`config.mk`:
```
export PLATFORM = sky130hd
export DESIGN_NAME = beep_sched
export DESIGN_NICKNAME = d
export VERILOG_FILES = /design/src/rtl/beep_sched.sv
export SDC_FILE = /design/constraint.sdc
export NUM_CORES = 1
export LEC_CHECK = 0
export BUFFER_PORTS_ARGS = -buffer_cell sky130_fd_sc_hd__buf_4
export CAP_MARGIN = 10
export CORE_MARGIN = 2
export CORE_UTILIZATION = 40
export DETAILED_ROUTE_END_ITERATION = 16
export GPL_ROUTABILITY_DRIVEN = 0
export MAX_ROUTING_LAYER = met4
export PLACE_DENSITY = 0.55
export SLEW_MARGIN = 10
export SYNTH_ARGS = -nofsm -noshare
export SYNTH_HDL_FRONTEND = slang
export SYNTH_SLANG_ARGS = --single-unit
```
`constraint.sdc`:
```
create_clock -name clk_half -period 4 [get_ports clk_half]
set_clock_uncertainty 0.1 [all_clocks]
set_input_delay 0.2 -clock clk_half [delete_from_list [all_inputs] [get_ports clk_half]]
set_output_delay 0.2 -clock clk_half [all_outputs]
set_load 0.05 [all_outputs]
```
`src/rtl/beep_sched.sv`:
```
// Buzzer scheduler for the whale-a-mole game: serialises hit/miss/game-over sounds.
// Optional macro BEEP_MELODY_EN: game-over plays a falling 4,3,2,1 melody instead of a flat tone.
module beep_sched #(
    parameter int HIT_TICKS  = 2,
    parameter int MISS_TICKS = 4,
    parameter int NOTE_TICKS = 3
) (
    input  logic       clk_half,
    input  logic       rst,
    input  logic       hit,
    input  logic       miss,
    input  logic       game_over,
    input  logic       mute,
    output logic       beep_en,
    output logic [2:0] tone_sel,
    output logic       busy
);

    // A zero duration would wrap the down-counter, so it is clamped to one tick.
    localparam logic [3:0] HIT_T  = (HIT_TICKS  == 0) ? 4'd1 : 4'(HIT_TICKS);
    localparam logic [3:0] MISS_T = (MISS_TICKS == 0) ? 4'd1 : 4'(MISS_TICKS);
    localparam logic [3:0] NOTE_T = (NOTE_TICKS == 0) ? 4'd1 : 4'(NOTE_TICKS);

    typedef enum logic [2:0] {IDLE, HIT, MISS, OVER, DONE} state_t;

    state_t     state, state_n;
    logic [3:0] cnt, cnt_n;
    logic [1:0] note, note_n;
    logic       hit_r, miss_r, go_r, armed;
    logic       hit_pend, miss_pend, go_pend;
    logic       hit_pend_n, miss_pend_n, go_pend_n;
    logic       hit_edge, miss_edge, go_edge, accept;
    logic       beep_n, busy_n;
    logic [2:0] tone_n;

    // armed stays low for the first tick after reset so a level already high is not an edge.
    assign hit_edge  = armed & hit       & ~hit_r;
    assign miss_edge = armed & miss      & ~miss_r;
    assign go_edge   = armed & game_over & ~go_r;
    assign accept    = (state != OVER) && (state != DONE);

    always_comb begin
        state_n     = state;
        cnt_n       = cnt;
        note_n      = note;
        hit_pend_n  = hit_pend  | (hit_edge  & accept);
        miss_pend_n = miss_pend | (miss_edge & accept);
        go_pend_n   = go_pend   | (go_edge   & accept);
        case (state)
            IDLE, HIT, MISS: begin
                if (go_pend) begin
                    state_n     = OVER;
                    cnt_n       = NOTE_T - 4'd1;
                    note_n      = 2'd0;
                    go_pend_n   = 1'b0;
                    hit_pend_n  = 1'b0;
                    miss_pend_n = 1'b0;
                end else if (state != IDLE) begin
                    if (cnt == 4'd0) state_n = IDLE;
                    else             cnt_n   = cnt - 4'd1;
                end else if (hit_pend) begin
                    state_n    = HIT;
                    cnt_n      = HIT_T - 4'd1;
                    hit_pend_n = 1'b0;
                end else if (miss_pend) begin
                    state_n     = MISS;
                    cnt_n       = MISS_T - 4'd1;
                    miss_pend_n = 1'b0;
                end
            end
            OVER: begin
                if (cnt != 4'd0) begin
                    cnt_n = cnt - 4'd1;
                end else if (note == 2'd3) begin
                    state_n = DONE;
                end else begin
                    note_n = note + 2'd1;
                    cnt_n  = NOTE_T - 4'd1;
                end
            end
            default: ;
        endcase

        // Outputs are registered from the next state so they line up with it.
        tone_n = 3'd0;
        case (state_n)
            HIT:  tone_n = 3'd4;
            MISS: tone_n = 3'd1;
`ifdef BEEP_MELODY_EN
            OVER: tone_n = 3'd4 - {1'b0, note_n};
`else
            OVER: tone_n = 3'd1;
`endif
            default: ;
        endcase
        beep_n = (state_n == HIT || state_n == MISS || state_n == OVER) & ~mute;
        busy_n = (state_n == HIT || state_n == MISS || state_n == OVER) ||
                 (state_n == IDLE && (hit_pend_n || miss_pend_n || go_pend_n));
    end

    always_ff @(posedge clk_half or posedge rst) begin
        if (rst) begin
            state     <= IDLE;
            cnt       <= 4'd0;
            note      <= 2'd0;
            hit_r     <= 1'b0;
            miss_r    <= 1'b0;
            go_r      <= 1'b0;
            armed     <= 1'b0;
            hit_pend  <= 1'b0;
            miss_pend <= 1'b0;
            go_pend   <= 1'b0;
            beep_en   <= 1'b0;
            tone_sel  <= 3'd0;
            busy      <= 1'b0;
        end else begin
            state     <= state_n;
            cnt       <= cnt_n;
            note      <= note_n;
            hit_r     <= hit;
            miss_r    <= miss;
            go_r      <= game_over;
            armed     <= 1'b1;
            hit_pend  <= hit_pend_n;
            miss_pend <= miss_pend_n;
            go_pend   <= go_pend_n;
            beep_en   <= beep_n;
            tone_sel  <= tone_n;
            busy      <= busy_n;
        end
    end

endmodule

```
==> impl_metrics.json <==
{
  "layout_common_cells": "dfrtp_1, inv_1, a21oi_1",
  "yosys_warnings": 0,
  "reg2reg_from": "cnt[0]$_DFFE_PP0P_",
  "placed_cells": 143,
  "slew_violations": 0,
  "worstSetupStartpointType": "flop",
  "placeableCoreArea_um2": 2520,
  "path_clk_slew_ns": 0.11,
  "clk_path_buf_depth": 2,
  "ant_nets": 0,
  "cts_buffers": 3,
  "final_common_cell": "dfrtp_1",
  "clkLatencyLatePin_ns": 0.30,
  "status": "finished clean",
  "portBuffers": 9,
  "clock-sinks": 20,
  "cts_max_level": 1,
  "highest_layer": "met4",
  "hold_class": "reg2reg",
  "dr.pass1.iters": 4,
  "seq_area_frac_synth": 0.464,
  "post-route-period-util": 0.483,
  "max_slew_margin": 0.499,
  "cts.repair.resized": 0,
  "power_density_nw_per_um2": 845,
  "fin_setup_tns_ns": 0,
  "wirelength_um": 1970,
  "rsz0062_at_grt": "no",
  "tightest_slew_ns": 0.751,
  "grt_max_degree": 21,
  "r2r-end": "cnt[3]$_DFFE_PP0P_",
  "post_synth_main_area_contributors": "dfrtp_1, a21oi_1, ha_1",
  "die_h_um": 55.9,
  "clockRootBuffer": "clkbuf_4",
  "first_iter_violations": 16,
  "place_hpwl_um": 1410,
  "path_class": "reg2reg",
  "cts_tree": "yes",
  "max_freq_mhz": 517,
  "endpoint_kind": "flop",
  "wl_per_cell_um": 13.0,
  "final_nets": 132,
  "start_util": 0.428,
  "overflow": 0,
  "ioPinCount": 11,
  "finalCriticalPeriod_ns": 1.93,
  "p_leak_nw": 0.581,
  "holdWs_ns": 0.393,
  "synth-edff-count": 0,
  "final.setup.worst_slack_ns": 2.07,
  "post-place-ws_ns": 2.07,
  "dieArea_um2": 3130,
  "r2r_slack_ns": 2.07,
  "antenna-diode-count": 0,
  "num_vias": 822,
  "die_w_um": 55.9,
  "first_global_vias": 813,
  "grt.total_usage": 0.152,
  "synth.distinct_cells": 37,
  "worstPathArrival_ns": 2.04,
  "row_count": 18,
  "async_flop_share": 1.00,
  "synth_ff_type": "dfrtp_1",
  "place_area_um2": 1140,
  "instances_no_fill": 152,
  "r2r_cells": 7,
  "area_delta_synth_final_pct": 14.8,
  "crit_path_end": "cnt[3]$_DFFE_PP0P_",
  "ys_ff_latch": 20,
  "fin_area_um2": 1240,
  "synth_top_area_share": 0.464,
  "drt-vias-per-instance": 5.41,
  "drv_cap": 0,
  "yosys.area.top_type": "dfrtp_1",
  "finalHoldViolCount": 0,
  "dr_wl_met2_um": 901,
  "grt_pass1_wl_um": 3640,
  "antenna_found_initial": 0,
  "syn-num-nets": 119,
  "syn_area_per_cell_um2": 9.80,
  "met1_length_um": 983,
  "vdd_drop_max_mv": 0.499,
  "netlist_instances": 110,
  "dr_wl_met3_um": 73,
  "crit_required_ns": 4.11,
  "setup_violations": 0,
  "crit_fanout": 8,
  "drive_gt1_frac": 0.156,
  "synth_area_um2": 1080,
  "startpoint": "cnt[0]$_DFFE_PP0P_",
  "drc": 0
}
## worst min path at each step
stage                  startpoint                  to  slack, ns  cells past startpoint
2_1_floorplan                 rst     armed$_DFF_PP0_       0.06                      1
6_report       cnt[1]$_DFFE_PP0P_  cnt[1]$_DFFE_PP0P_       0.39                      1
3_5_place_dp                  hit     hit_r$_DFF_PP0_       0.22                      1
3_3_place_gp            game_over      go_r$_DFF_PP0_       0.22                      1
4_1_cts        cnt[1]$_DFFE_PP0P_  cnt[1]$_DFFE_PP0P_       0.40                      1
5_1_grt                 game_over      go_r$_DFF_PP0_       0.41                      2
## cells by family (layout without fill, tap and decap cells)
group | after synthesis | after routing | synth area share
compound gates | 34 | 34 | 0.223
other cells | 2 | 2 | 0.00696
simple gates | 34 | 34 | 0.184
flops | 20 | 20 | 0.464
fa+ha+maj | 3 | 3 | 0.0348
buf+inv | 16 | 28 | 0.0789
xor+xnor | 1 | 1 | 0.00812
## worst max-delay path, stage by stage, from the launching register on
cell      delay (ns)
dfrtp_1         0.39
inv_1           0.08
ha_1            0.20
nor3b_2         0.18
a41o_1          0.32
o21bai_4        0.24
a21o_1          0.18
a21o_1          0.16
## final cells by class
type	count	area, um2
fill	249	1280
sequential	20	500
multi-input combinational	74	493
timing repair buffer	14	118
inverter	10	37.5
tap	30	37.5
clock inverter	1	30.0
clock buffer	3	22.5
## cells in the mapped netlist, types with 2 or more instances
cell type	instances
o32a_1	2
buf_2	2
nor2b_1	2
buf_6	2
inv_1	10
ha_1	3
a31oi_1	2
nand2_1	7
nand3_1	4
a32o_1	2
nor4_1	2
o21ai_1	2
o31ai_1	2
nor2_1	8
a21oi_1	10
conb_1	2
dfrtp_1	20
o21ai_0	5
nor3b_1	2
a21o_1	3
buf_4	2
## per-stage QoR
stage               power, W   util
floorplan           0.000802      -
global placement    0.000876  0.450
detailed placement  0.000887  0.450
CTS                  0.00106  0.491
global route         0.00116  0.491
finish               0.00105  0.491
## where the power goes
part           switching (W)  internal (W)  total, W  leakage [nW]
clock network      0.0000614      0.000101  0.000163        0.0279
registers          0.0000943      0.000272  0.000366         0.243
logic               0.000296      0.000223  0.000518         0.310
total               0.000451      0.000596   0.00105         0.581
## layer usage
metal | global-route usage | vias to the layer above
met2 | 0.235 | 13
met1 | 0.189 | 394
li1 | - | 413
met5 | - | -
met3 | 0.0535 | 2
met4 | 0.0442 | 0
## flip-flops by register name (all words and copies together), names as in the netlist, 2 cells and up
| register | flops |
|---|---|
| note | 2 |
| state | 3 |
| cnt | 4 |
| tone_sel | 2 |
## repair_timing
action / 4_1_cts / 5_1_grt
hold endpoints to repair: 24 / 0
hold buffers: 5 / 0
setup buffers: 0 / 0
No activity file was read; power rests on OpenSTA's default activity.
